--- src/rtl/reg_share_arbiter.sv ---
// Round-robin arbiter and write sequencer in front of one shared W-bit register.
// Supports bounded lock bursts; all outputs are registered.
module reg_share_arbiter #(
    parameter int N        = 4,
    parameter int W        = 4,
    parameter int HOLD_MAX = 4,
    localparam int OW      = (N > 1) ? $clog2(N) : 1
) (
    input  logic           clk,
    input  logic           rst,
    input  logic           clr,
    input  logic [N-1:0]   req,
    input  logic [N-1:0]   lock,
    input  logic [N*W-1:0] wdata,
    output logic [W-1:0]   q,
    output logic           q_valid,
    output logic [N-1:0]   gnt,
    output logic [OW-1:0]  owner
);

    localparam int HCW = (HOLD_MAX > 1) ? $clog2(HOLD_MAX) : 1;
    localparam logic [HCW-1:0] HOLD_LAST = HCW'(HOLD_MAX - 1);
    localparam logic [OW-1:0]  LAST_IDX  = OW'(N - 1);

    typedef enum logic {
        IDLE,
        OWNED
    } state_t;

    state_t          state_reg, state_next;
    logic [W-1:0]    q_reg, q_next;
    logic            q_valid_reg, q_valid_next;
    logic [N-1:0]    gnt_reg, gnt_next;
    logic [OW-1:0]   owner_reg, owner_next;
    logic [OW-1:0]   ptr_reg, ptr_next;
    logic [HCW-1:0]  hold_cnt_reg, hold_cnt_next;

    logic [W-1:0]    wdata_arr [N];
    logic [N-1:0]    at_or_above_ptr;
    logic [N-1:0]    masked_req;
    logic [N-1:0]    pick;
    logic [OW-1:0]   win_idx;
    logic [N-1:0]    win_onehot;
    logic [OW-1:0]   ptr_after_win;
    logic            hold_ok;

    genvar gi;
    generate
        for (gi = 0; gi < N; gi++) begin : g_slice
            assign wdata_arr[gi]       = wdata[gi*W +: W];
            assign at_or_above_ptr[gi] = (int'(ptr_reg) <= gi);
        end
    endgenerate

    // Requests at or above ptr take precedence; if none, wrap to the lowest index.
    assign masked_req = req & at_or_above_ptr;
    assign pick       = (|masked_req) ? masked_req : req;

    always_comb begin
        win_idx = '0;
        for (int i = N - 1; i >= 0; i--) begin
            if (pick[i]) begin
                win_idx = OW'(i);
            end
        end
    end

    assign win_onehot    = {{(N-1){1'b0}}, 1'b1} << win_idx;
    assign ptr_after_win = (win_idx == LAST_IDX) ? '0 : win_idx + 1'b1;

    assign hold_ok = (state_reg == OWNED) && req[owner_reg] && lock[owner_reg]
                     && (hold_cnt_reg < HOLD_LAST);

    always_comb begin
        state_next    = state_reg;
        q_next        = q_reg;
        q_valid_next  = q_valid_reg;
        gnt_next      = gnt_reg;
        owner_next    = owner_reg;
        ptr_next      = ptr_reg;
        hold_cnt_next = hold_cnt_reg;

        if (clr) begin
            q_next        = '0;
            q_valid_next  = 1'b0;
            gnt_next      = '0;
            hold_cnt_next = '0;
            state_next    = IDLE;
        end else if (hold_ok) begin
            q_next        = wdata_arr[owner_reg];
            hold_cnt_next = hold_cnt_reg + 1'b1;
            state_next    = OWNED;
        end else if (|req) begin
            q_next        = wdata_arr[win_idx];
            q_valid_next  = 1'b1;
            gnt_next      = win_onehot;
            owner_next    = win_idx;
            ptr_next      = ptr_after_win;
            hold_cnt_next = '0;
            state_next    = lock[win_idx] ? OWNED : IDLE;
        end else begin
            gnt_next      = '0;
            hold_cnt_next = '0;
            state_next    = IDLE;
        end
    end

    always_ff @(posedge clk or negedge rst) begin
        if (!rst) begin
            state_reg    <= IDLE;
            q_reg        <= '0;
            q_valid_reg  <= 1'b0;
            gnt_reg      <= '0;
            owner_reg    <= '0;
            ptr_reg      <= '0;
            hold_cnt_reg <= '0;
        end else begin
            state_reg    <= state_next;
            q_reg        <= q_next;
            q_valid_reg  <= q_valid_next;
            gnt_reg      <= gnt_next;
            owner_reg    <= owner_next;
            ptr_reg      <= ptr_next;
            hold_cnt_reg <= hold_cnt_next;
        end
    end

    assign q       = q_reg;
    assign q_valid = q_valid_reg;
    assign gnt     = gnt_reg;
    assign owner   = owner_reg;

endmodule
--- config.mk ---
export PLATFORM = sky130hd
export DESIGN_NAME = reg_share_arbiter
export DESIGN_NICKNAME = d
export VERILOG_FILES = /design/src/rtl/reg_share_arbiter.sv
export SDC_FILE = /design/constraint.sdc
export NUM_CORES = 1
export LEC_CHECK = 0
export BUFFER_PORTS_ARGS = -buffer_cell sky130_fd_sc_hd__buf_2
export CAP_MARGIN = 10
export CORE_ASPECT_RATIO = 1.75
export CORE_MARGIN = 2
export CORE_UTILIZATION = 45
export CTS_CLUSTER_DIAMETER = 200
export CTS_CLUSTER_SIZE = 20
export DETAILED_ROUTE_END_ITERATION = 12
export GPL_ROUTABILITY_DRIVEN = 0
export GPL_TIMING_DRIVEN = 0
export PLACE_DENSITY = 0.75
export RECOVER_POWER = 50
export SLEW_MARGIN = 20
export SYNTH_ARGS = -nofsm -noshare
export SYNTH_HDL_FRONTEND = slang
export SYNTH_SLANG_ARGS = --single-unit
--- constraint.sdc ---
create_clock -name clk -period 1.8 [get_ports clk]
set_input_delay 0.18 -clock clk [delete_from_list [all_inputs] [get_ports clk]]
set_output_delay 0.18 -clock clk [all_outputs]
set_load 0.05 [all_outputs]
# Yosys cells after proc, flatten, opt, wreduce, memory -nomap -nowiden
# Index checks and enable logic that the tools add are counted.
# classes
addsub,2
magnitude_cmp,8
n_eq_ne,2
n_shift,1
mux,33
n_bitwise,5
reduce_logical,9
# op_table
op,count
$mux 4,11
$bmux 4 s2,2
$mux 2,7
$mux 1,10
$reduce_or 4->1,2
$bmux 1 s2,3
$ge 3x3->1 const B,2
$lt 2x3->1 const B,2
$not 2->3,2
$add 2x1->2 const B,2
$and 4x4->4,1
$le 2x1->1 const B,2
$shl 1x2->4 const A,1
$logic_and 1x1->1,3
$reduce_and 3->1,1
$reduce_bool 3->1,1
$eq 2x2->1 const B,1
$le 2x2->1 const B,1
$lt 2x2->1 const B,1
$ne 2x2->1 const B,1
$not 1->1,2
$reduce_and 2->1,1
$reduce_bool 2->1,1
# totals
reg_bits,16
in_bits,27
out_inout_bits,11

# Longest topological paths before layout
# depth
ltp_word,15
depth_mapped,8
mapped_depth_nobuf,7

# Worst setup path after synthesis
# No wires, ideal clock.
# synth_timing
path_kind,register to register
start,"register owner_reg[0], in the netlist owner[0]"
end,register ptr_reg[1]
setup_ps,125
arrival_ps,1826
t_required_ps,1675
slack_ps,-151
stages_incl_launch_ff,7
n_path_buf,1
period_less_slack_ps,1951
cell_sequence,dfrtp_1 -> buf_2 -> nand3_1 -> o211ai_1 -> o2111ai_2 -> nand2_1 -> mux2_2
# synth_between
elab_chain_cells,7
# synth_rtl
item,line,source
from (decl),34,"logic [OW-1:0] owner_reg, owner_next;"
from (signal assigned),122,owner_reg <= owner_next;
$bmux 1 s2,71,assign hold_ok = (state_reg == OWNED) && req[owner_reg] && lock[owner_reg]
$mux 1 (not written as such),71,
$logic_and 1x1->1,71,
$logic_and 1x1->1 (*),71,
$logic_and 1x1->1 (*),72,&& (hold_cnt_reg < HOLD_LAST);
$not 1->1 (no line) (*),-,
$reduce_and 3->1 (no line) (*),-,
to (signal assigned),123,ptr_reg <= ptr_next;
to (decl),35,"logic [OW-1:0] ptr_reg, ptr_next;"
# Mark *: on every way between the ends. The rest lies on a longest branch, timed or not. The select of a mux whose other input is x is not followed.
# A chain may end at the register's enable or synchronous reset.

# Final worst setup path
# layout_timing
start,"register owner_reg[0], in the netlist owner[0]"
end,register ptr_reg[0]
# Same word-level chain as after synthesis.

==> summary.md <==
| Metric | Value |
|---|---|
| R2r worst-path depth | `7` |
| Setup slack after layout | `0.0612 ns` |
| Pre-CTS WS | `-0.131 ns` |
| CTS Buffer Depth | `2` |
| Vias | `between 1k and 1.5k` |
| Port bufs | `37` |
| Sequential cell area fraction in the yosys report | `35.4%` |
| Hold EP | `state_reg$_DFF_PN0_` |
| Hold Fails Final Rpt | `0` |
| Hold Crit Start | `clr` |
| Worst Max-Slew Pin Slew | `~0.84 ns` |
| DP HPWL | `slightly above 2000 um` |
| CTS tree | `built` |
| Number of remaining DRC errors | `0` |
| Hold Crit Class | `input port to register` |
| Clock Tree Root | `clkbuf_8` |
| Vias in the first global route | `about 1.1k` |
| Final period util | `between 90% and 100%` |
| Die ar. | `about 3000 um2` |
| Startpoint types | `register` |
| Worst slew margin | `a little over two fifths` |
| Global Route Usage Sum | `19.5%` |
| Cell taking the most area after synthesis | `dfrtp_1` |
| WP data required | `1.96 ns` |
| Initial antenna violation count | `0` |
| Max frequency | `575 MHz` |
| Clk sinks | `16` |
| Starting Density | `between 40% and 50%` |
| Die Y | `~70 um` |
| Critical Path Sink Type | `register` |
| Clk slew on worst S/H paths | `0.06 ns` |
| 1st-iter DRT viols | `22` |
| Num ports | `38` |
| Die width | `approximately 42 um` |
| Total Wirelength | `roughly 2700 um` |
| H-tree depth | `1` |
| Netlist Area Pre-Place | `approximately 1100 um2` |
| Largest net degree at the start of global routing | `17` |
| Reg-to-Reg Start | `owner[0]$_DFFE_PN0P_` |
| Yosys reg bits | `16` |
| Yosys warnings | `0` |
| ANT nets after route | `0` |
| Reg2Reg Setup Slack | `around 0.06 ns` |
| Lkg Pwr | `0.692 nW` |
| Run status | `finished clean` |
| Hold Path Stages | `3` |
| Skew final | `0.00140 ns` |
| MaxCap Viol Count | `0` |
| Net Count, Synth | `~140` |
| P per Cell Area | `roughly 1400 nW/um2` |
| DR pass1 iterations | `4` |
| Netlist cell types | `32` |
| Fin util | `between 50% and 60%` |
| Total grt overflow | `0` |
| CP arrival | `around 1.9 ns` |
| Layout cells sized above 1 | `between 40% and 50%` |
| Synth top area share | `between 30% and 40%` |
| Synth Instances | `109` |
| Final-report setup violation count | `0` |
| Fin crit period | `1.74 ns` |
| Top cells by area, synth | `dfrtp_1, mux2i_1, mux4_2, ha_1, mux2_2` |
| Via/cell ratio | `a little under 6` |
| Crit Path Class | `register to register` |
| Clk_lat worst skew | `approximately 0.25 ns` |
| Row cnt | `24` |
| Worst flop-to-flop path endpoint | `ptr_reg[0]$_DFFE_PN0P_` |
| Core Area | `roughly 2400 um2` |
| Nets | `188` |
| Crit-path max FO | `10` |
| Wire per inst | `between 10 and 15 um` |
| Mapped Avg Cell Area | `just over 10 um2` |
| ANT cells | `0` |
| Max Slew Vio Count | `0` |
| CTS buffer count | `3` |
| First-pass GRT wire length | `4480 um` |
| Worst vdd ir | `between 0.5 and 0.6 mV` |
| Area grow syn2layout | `29.0%` |
==> worst max-delay path by stage <==
stage,from,to,cells after the start
floorplan,owner[0]$_DFFE_PN0P_,ptr_reg[1]$_DFFE_PN0P_,6
global placement,ptr_reg[1]$_DFFE_PN0P_,ptr_reg[1]$_DFFE_PN0P_,6
detailed placement,ptr_reg[1]$_DFFE_PN0P_,ptr_reg[1]$_DFFE_PN0P_,6
CTS,ptr_reg[0]$_DFFE_PN0P_,ptr_reg[1]$_DFFE_PN0P_,6
global route,owner[0]$_DFFE_PN0P_,ptr_reg[0]$_DFFE_PN0P_,7
finish,owner[0]$_DFFE_PN0P_,ptr_reg[0]$_DFFE_PN0P_,7
==> worst max-delay path, cell delays in order (launching register included) <==
cell	delay, ns
dfrtp_2	0.40
buf_2	0.20
o21ai_0	0.33
o2111ai_2	0.20
nand2_1	0.12
buf_4	0.19
nor2_1	0.06
a21oi_1	0.16
==> placed cells by master (no fill, tap or decap), types with 2 or more instances in the layout <==
master,instances
nand3_1,6
mux4_2,4
buf_4,6
clkbuf_8,3
dfrtp_2,4
inv_1,3
nor2_1,2
buf_2,34
nor3b_1,5
o21ai_0,4
nand2_1,9
a31oi_1,4
ha_1,5
o21ai_2,4
a21oi_1,6
mux2_2,4
a21oi_2,3
clkbuf_1,6
dfrtp_1,12
mux2i_1,11
==> metal layers <==
layer  GRT usage [%]  part of all wire (%)
met4            12.9                   2.7
met3            1.29                   4.6
met1            19.9                    35
met5               0                     0
met2            36.1                    57
==> cell type report <==
type / instances / area [um2]
Fill cell: 224 / 973
Multi-Input combinational cell: 82 / 701
Sequential cell: 16 / 405
Timing Repair Buffer: 43 / 226
Clock buffer: 3 / 41.3
Buffer: 5 / 32.5
Tap cell: 26 / 32.5
Inverter: 5 / 20.0
==> per-stage QoR <==
stage	area, um2	power, mW	hold WS (ns)	TNS [ns]	cells
finish	1460	2.07	0.306	0	180
global route	1460	2.19	0.314	-0.0398	180
CTS	1420	2.00	0.298	0	178
detailed placement	1350	1.70	0.114	-0.756	172
global placement	1350	1.67	0.102	-0.191	172
floorplan	1130	1.44	-0.116	-0.0103	109
==> cell usage after synthesis, drive strengths merged <==
cell / n
mux4: 4
o2111a: 1
dfrtp: 16
a21boi: 1
a21oi: 9
buf: 4
a31oi: 4
o211ai: 1
o2bb2ai: 1
nor3b: 5
clkinv: 1
mux2i: 11
ha: 5
or4: 1
nand3: 6
nand2b: 1
nand2: 10
nor3: 1
o21ai: 8
o2111ai: 1
nor2: 2
clkbuf: 2
a311oi: 1
mux2: 5
inv: 4
nand3b: 1
or2b: 1
nor2b: 1
o22ai: 1
==> where the power goes <==
part | total (mW) | switching (mW) | internal (mW)
clock network | 0.264 | 0.116 | 0.148
registers | 0.582 | 0.104 | 0.479
logic | 1.22 | 0.732 | 0.493
==> timing repair <==
item	4_1_cts	5_1_grt
buffers inserted	2	3
pin swaps	2	2
endpoints found under the setup margin	12	10
hold endpoints to repair	16	0
cloned	0	1
hold buffers	1	0
gates resized for setup	1	11
==> logic make-up after synthesis <==
kind of cell / Yosys count / share of synthesized area (%)
flip-flops: 16 / 35.4
buffers and inverters: 11 / 4.87
AO/OA/AOI/OAI: 28 / 17.4
multiplexers: 20 / 22.7
adder cells (fa/ha/maj): 5 / 5.53
AND/OR/NAND/NOR: 29 / 14.2
No activity file was read; power rests on OpenSTA's default activity.
